`src/rtl/bist_pkg.sv`:
```
// bist_pkg -- shared definitions for the logic BIST engine.
//   bist_state_e : controller state encoding
//   DEF_*        : default generator / compactor polynomials and seed
//   bist_latency : cycles from the edge that samples bist_start to bist_end
package bist_pkg;

  typedef enum logic [2:0] {
    ST_IDLE,
    ST_INIT,
    ST_SHIFT,
    ST_CAPTURE,
    ST_UNLOAD,
    ST_COMPARE,
    ST_DONE
  } bist_state_e;

  localparam logic [15:0] DEF_LFSR_POLY = 16'hB400;
  localparam logic [15:0] DEF_LFSR_SEED = 16'h0001;
  localparam logic [15:0] DEF_MISR_POLY = 16'hB400;

  // INIT + COMPARE, one shift+capture per pattern, then the final unload.
  function automatic int unsigned bist_latency(input int unsigned n_patterns,
                                               input int unsigned chain_len);
    return 2 + n_patterns * (chain_len + 1) + chain_len;
  endfunction

endpackage

```
`src/rtl/bist_lfsr.sv`:
```
// bist_lfsr -- left-shifting Fibonacci shift register, used both as the
// pattern generator (PAR_EN = 0) and as the MISR compactor (PAR_EN = 1).
// Feedback bit = XOR of the state bits selected by POLY, inserted at bit 0.
// With PAR_EN the zero-extended din is XORed into the shifted value.
// Ports:
//   clk, rst : clock, asynchronous active-high reset (state = SEED)
//   init     : load SEED (wins over step)
//   step     : advance one position
//   din      : parallel input (ignored unless PAR_EN)
//   state_o  : low OUT_W bits of the register
module bist_lfsr
  import bist_pkg::*;
#(
  parameter int          W      = 16,
  parameter logic [W-1:0] POLY  = W'(DEF_LFSR_POLY),
  parameter logic [W-1:0] SEED  = W'(DEF_LFSR_SEED),
  parameter bit          PAR_EN = 1'b0,
  parameter int          DIN_W  = 1,
  parameter int          OUT_W  = W
) (
  input  logic             clk,
  input  logic             rst,
  input  logic             init,
  input  logic             step,
  input  logic [DIN_W-1:0] din,
  output logic [OUT_W-1:0] state_o
);

  logic [W-1:0] state_q;
  logic [W-1:0] state_d;
  logic [W-1:0] par_in;

  always_comb begin
    par_in = '0;
    if (PAR_EN) par_in[DIN_W-1:0] = din;
    state_d = state_q;
    if (init) begin
      state_d = SEED;
    end else if (step) begin
      state_d = {state_q[W-2:0], ^(state_q & POLY)} ^ par_in;
    end
  end

  always_ff @(posedge clk or posedge rst) begin
    if (rst) state_q <= SEED;
    else     state_q <= state_d;
  end

  assign state_o = state_q[OUT_W-1:0];

endmodule

```
`src/rtl/bist_engine.sv`:
```
// bist_engine -- logic BIST controller: drives N_CHAINS scan chains with
// LFSR patterns, compacts the responses in a MISR and compares the final
// signature against GOLDEN_SIG.
// Ports:
//   CLK, RST    : clock (rising edge), asynchronous active-high reset
//   bist_start  : level request to run a test
//   scan_en     : 1 = chains shift, 0 = capture
//   scan_in     : serial data into the chains
//   scan_out    : serial data out of the chains
//   bist_busy   : test in progress (INIT .. COMPARE)
//   bist_end    : test complete, pass_fail valid (DONE)
//   pass_fail   : 1 = signature matched GOLDEN_SIG
// Optional (macro BIST_SIG_OUT_EN):
//   signature   : live MISR contents (frozen from COMPARE until next INIT)
//   pattern_cnt : patterns applied so far
module bist_engine
  import bist_pkg::*;
#(
  parameter int N_CHAINS   = 2,
  parameter int CHAIN_LEN  = 16,
  parameter int N_PATTERNS = 256,
  parameter int LFSR_W     = 16,
  parameter logic [LFSR_W-1:0] LFSR_POLY = LFSR_W'(DEF_LFSR_POLY),
  parameter logic [LFSR_W-1:0] LFSR_SEED = LFSR_W'(DEF_LFSR_SEED),
  parameter int MISR_W     = 16,
  parameter logic [MISR_W-1:0] MISR_POLY  = MISR_W'(DEF_MISR_POLY),
  parameter logic [MISR_W-1:0] GOLDEN_SIG = '0
) (
  input  logic                CLK,
  input  logic                RST,
  input  logic                bist_start,
  output logic                scan_en,
  output logic [N_CHAINS-1:0] scan_in,
  input  logic [N_CHAINS-1:0] scan_out,
  output logic                bist_busy,
  output logic                bist_end,
  output logic                pass_fail
`ifdef BIST_SIG_OUT_EN
  ,
  output logic [MISR_W-1:0]   signature,
  output logic [$clog2(N_PATTERNS+1)-1:0] pattern_cnt
`endif
);

  localparam int BW = $clog2(CHAIN_LEN + 1);
  localparam int PW = $clog2(N_PATTERNS + 1);
  localparam logic [BW-1:0] LAST_BIT = BW'(CHAIN_LEN - 1);
  localparam logic [PW-1:0] LAST_PAT = PW'(N_PATTERNS - 1);

  bist_state_e state_q, state_d;
  logic [BW-1:0] bit_cnt_q, bit_cnt_d;
  logic [PW-1:0] pat_cnt_q, pat_cnt_d;
  logic          pass_fail_q, pass_fail_d;

  logic                lfsr_init, lfsr_step;
  logic                misr_init, misr_step;
  logic [N_CHAINS-1:0] lfsr_bits;
  logic [MISR_W-1:0]   misr_sig;

  bist_lfsr #(
    .W(LFSR_W), .POLY(LFSR_POLY), .SEED(LFSR_SEED),
    .PAR_EN(1'b0), .DIN_W(N_CHAINS), .OUT_W(N_CHAINS)
  ) u_lfsr (
    .clk(CLK), .rst(RST), .init(lfsr_init), .step(lfsr_step),
    .din('0), .state_o(lfsr_bits)
  );

  bist_lfsr #(
    .W(MISR_W), .POLY(MISR_POLY), .SEED('0),
    .PAR_EN(1'b1), .DIN_W(N_CHAINS), .OUT_W(MISR_W)
  ) u_misr (
    .clk(CLK), .rst(RST), .init(misr_init), .step(misr_step),
    .din(scan_out), .state_o(misr_sig)
  );

  always_comb begin
    state_d     = state_q;
    bit_cnt_d   = bit_cnt_q;
    pat_cnt_d   = pat_cnt_q;
    pass_fail_d = pass_fail_q;
    lfsr_init   = 1'b0;
    lfsr_step   = 1'b0;
    misr_init   = 1'b0;
    misr_step   = 1'b0;
    scan_en     = 1'b0;
    scan_in     = '0;
    bist_busy   = 1'b0;
    bist_end    = 1'b0;
    unique case (state_q)
      ST_IDLE: begin
        if (bist_start) state_d = ST_INIT;
      end
      ST_INIT: begin
        bist_busy   = 1'b1;
        lfsr_init   = 1'b1;
        misr_init   = 1'b1;
        bit_cnt_d   = '0;
        pat_cnt_d   = '0;
        pass_fail_d = 1'b0;
        state_d     = ST_SHIFT;
      end
      ST_SHIFT: begin
        bist_busy = 1'b1;
        scan_en   = 1'b1;
        scan_in   = lfsr_bits;
        lfsr_step = 1'b1;
        // The first pattern's shift only fills the chains; what comes out
        // is pre-test garbage and must not reach the signature.
        misr_step = (pat_cnt_q != '0);
        if (bit_cnt_q == LAST_BIT) begin
          bit_cnt_d = '0;
          state_d   = ST_CAPTURE;
        end else begin
          bit_cnt_d = bit_cnt_q + BW'(1);
        end
      end
      ST_CAPTURE: begin
        bist_busy = 1'b1;
        pat_cnt_d = pat_cnt_q + PW'(1);
        state_d   = (pat_cnt_q == LAST_PAT) ? ST_UNLOAD : ST_SHIFT;
      end
      ST_UNLOAD: begin
        bist_busy = 1'b1;
        scan_en   = 1'b1;
        misr_step = 1'b1;
        if (bit_cnt_q == LAST_BIT) begin
          bit_cnt_d = '0;
          state_d   = ST_COMPARE;
        end else begin
          bit_cnt_d = bit_cnt_q + BW'(1);
        end
      end
      ST_COMPARE: begin
        bist_busy   = 1'b1;
        pass_fail_d = (misr_sig == GOLDEN_SIG);
        state_d     = ST_DONE;
      end
      ST_DONE: begin
        bist_end = 1'b1;
        if (!bist_start) state_d = ST_IDLE;
      end
      default: state_d = ST_IDLE;
    endcase
  end

  always_ff @(posedge CLK or posedge RST) begin
    if (RST) begin
      state_q     <= ST_IDLE;
      bit_cnt_q   <= '0;
      pat_cnt_q   <= '0;
      pass_fail_q <= 1'b0;
    end else begin
      state_q     <= state_d;
      bit_cnt_q   <= bit_cnt_d;
      pat_cnt_q   <= pat_cnt_d;
      pass_fail_q <= pass_fail_d;
    end
  end

  assign pass_fail = pass_fail_q;

`ifdef BIST_SIG_OUT_EN
  assign signature   = misr_sig;
  assign pattern_cnt = pat_cnt_q;
`endif

endmodule

```
`config.mk`:
```
export PLATFORM = sky130hd
export DESIGN_NAME = bist_engine
export DESIGN_NICKNAME = d
export VERILOG_FILES = /design/src/rtl/bist_pkg.sv /design/src/rtl/bist_lfsr.sv /design/src/rtl/bist_engine.sv
export SDC_FILE = /design/constraint.sdc
export NUM_CORES = 1
export LEC_CHECK = 0
export CORE_MARGIN = 5
export CORE_UTILIZATION = 53
export DETAILED_ROUTE_END_ITERATION = 8
export PLACE_DENSITY = 0.82
export SLEW_MARGIN = 10
export SYNTH_ARGS = -nofsm -noshare
export SYNTH_HDL_FRONTEND = slang
export SYNTH_HIERARCHICAL = 1
export SYNTH_SLANG_ARGS = --single-unit
```
`constraint.sdc`:
```
create_clock -name CLK -period 3.1 [get_ports CLK]
set_input_delay 0.465 -clock CLK [delete_from_list [all_inputs] [get_ports CLK]]
set_output_delay 0.465 -clock CLK [all_outputs]
set_load 0.01 [all_outputs]
```
==> flow_summary.ini <==
[detailed_routing]
vias = 1700
drcViolationCount = 0
totalWireLength_um = 4310
detail_route.wl_per_cell_um = 14.4
ant_nets = 0
viasPerCell = 5.67
drtPass1Iterations = 4
drt-initial-drc-count = 104

[sta]
fin_skew_ns = 0.00702
final.setup.tns_ns = 0
slew_violations = 0
fin_ws_ns = 0.444
setup_viol = 0
final.min_clock_period_ns = 2.66
fin_crit_sh_pct = 85.7
tightest_slew_ns = 0.786
finalHoldViolations = 0
rsz0062_at_grt = false
relSlewSlack_pct = 47.6
fmax_ghz = 0.377

[layout]
final_cell_mix = dfrtp_1, nor2_1, mux2i_1, o21ai_0, nand3_1
fin_util_pct = 58.7
area_growth_pct = 8.80
finalNetCount = 254
nFillCells = 387
layout_commonest_cell = dfrtp_1
multi_input_area_mm2 = 0.00114
register_area_mm2 = 0.00125
antenna_cells = 0
drive_gt1_share_pct = 7.32

[clock_tree]
cts_buffers = 5
cts_tree = built
htreeDepth = 2
clk_pin_slew_worst_paths_ns = 0.09
root_buffer = clkbuf_8
clockBufferDepth = 2
cts_resized = 0
post_cts_buffers = 0
clock-sinks = 50
clk_latency_ns = 0.30
hold_buffers = 0

[floorplan]
core_area_mm2 = 0.00469
die_y_um = 79.1
io_pins = 11
initial_utilization_pct = 53.9
die_w_um = 79.1
die_area_mm2 = 0.00626
rows = 25

[grt]
grtUsageTotal_pct = 15.5
grtUsageMet2_pct = 24.8
met1_usage_pct = 21.0
busiest_layer = met2
grt_pass1_wl_um = 7730
antenna_found_initial = 0
met3_usage_pct = 3.51
grt_max_degree = 39
grt_pass1_vias = 1648
grt.overflow.total = 0

[power_and_ir_drop]
powerDensity_mw_per_mm2 = 574
irDropWorstVdd_mv = 0.340
finalPower_w = 0.00158
p_leak_nw = 1.42

[critical_path]
critical_path_class = reg2out
required_ns = 2.63
cp_max_fo = 26
startpoint_type = flip-flop
cp-end-kind = output port
worstPathArrival_ns = 2.19

[synthesis]
syn_area_mm2 = 0.00253
syn_area_per_cell_um2 = 10.5
syn_nets = 250
syn_inst = 241
yosys_warnings = 6

[run]
max_cap_violations = 0

[place]
routabilityCongestion = 0.786
post-place-ws_ns = 0.671
dpl.hpwl_um = 2930
port_buffers = 10

[run_status]
status = finished, final reports clean

[worst_hold_path]
hold_path_class = reg2reg
## stage by stage
stage / hold slack [ns] / std cells / area, um2
2_1_floorplan: 0.378 / 241 / 2530
3_3_place_gp: 0.494 / 292 / 2620
3_5_place_dp: 0.508 / 292 / 2620
4_1_cts: 0.525 / 300 / 2750
5_1_grt: 0.534 / 300 / 2750
6_report: 0.525 / 300 / 2750
## worst paths after layout
path,cells after the start,from,endpoint,slack (ns)
max in group asynchronous,2,RST,pat_cnt_q[3]$_DFFE_PP0P_,2.02
worst max-delay path,3,state_q[1]$_DFFE_PP0P_,scan_en,0.44
min in group asynchronous,2,RST,u_lfsr/state_q[1]$_DFFE_PP0P_,0.58
worst min-delay path,2,u_lfsr/state_q[11]$_DFFE_PP0P_,u_lfsr/state_q[12]$_DFFE_PP0P_,0.52
worst max register to register,6,state_q[1]$_DFFE_PP0P_,u_misr/state_o[2]$_DFFE_PP0P_,0.63
worst min register to register,2,u_lfsr/state_q[11]$_DFFE_PP0P_,u_lfsr/state_q[12]$_DFFE_PP0P_,0.52
## registers in the layout, summed over array words and instances, names as in the netlist
signal,cells
pat_cnt_q,9
pass_fail,1
state_q,3
u_lfsr/state_q,16
u_misr/state_o,16
bit_cnt_q,5
## where the power goes
group / internal, W / switching [W]
clock: 0.000323 / 0.000219
combinational: 0.000110 / 0.0000873
sequential: 0.000749 / 0.0000911
## area by class of cell
class | instances | share of cell area, %
clock inverters | 3 | 2.50
clock buffers | 5 | 2.50
repair buffers | 13 | 4.45
inverters | 10 | 1.36
multi-input cells | 165 | 41.3
flip-flops and latches | 50 | 45.5
well taps | 54 | 2.45
## per-layer routing
metal | up-vias | wire, um
met2 | 21 | 2050
met1 | 827 | 2090
li1 | 847 | -
met5 | - | 0
met3 | 5 | 115
met4 | 0 | 55
## worst max-delay path: stages, from the launching register on
cell and delay [ns]:
dfrtp_1 0.83, xnor2_1 0.20, nor2_1 0.27, clkdlybuf4s50_1 0.59
No activity file was read; power rests on OpenSTA's default activity.
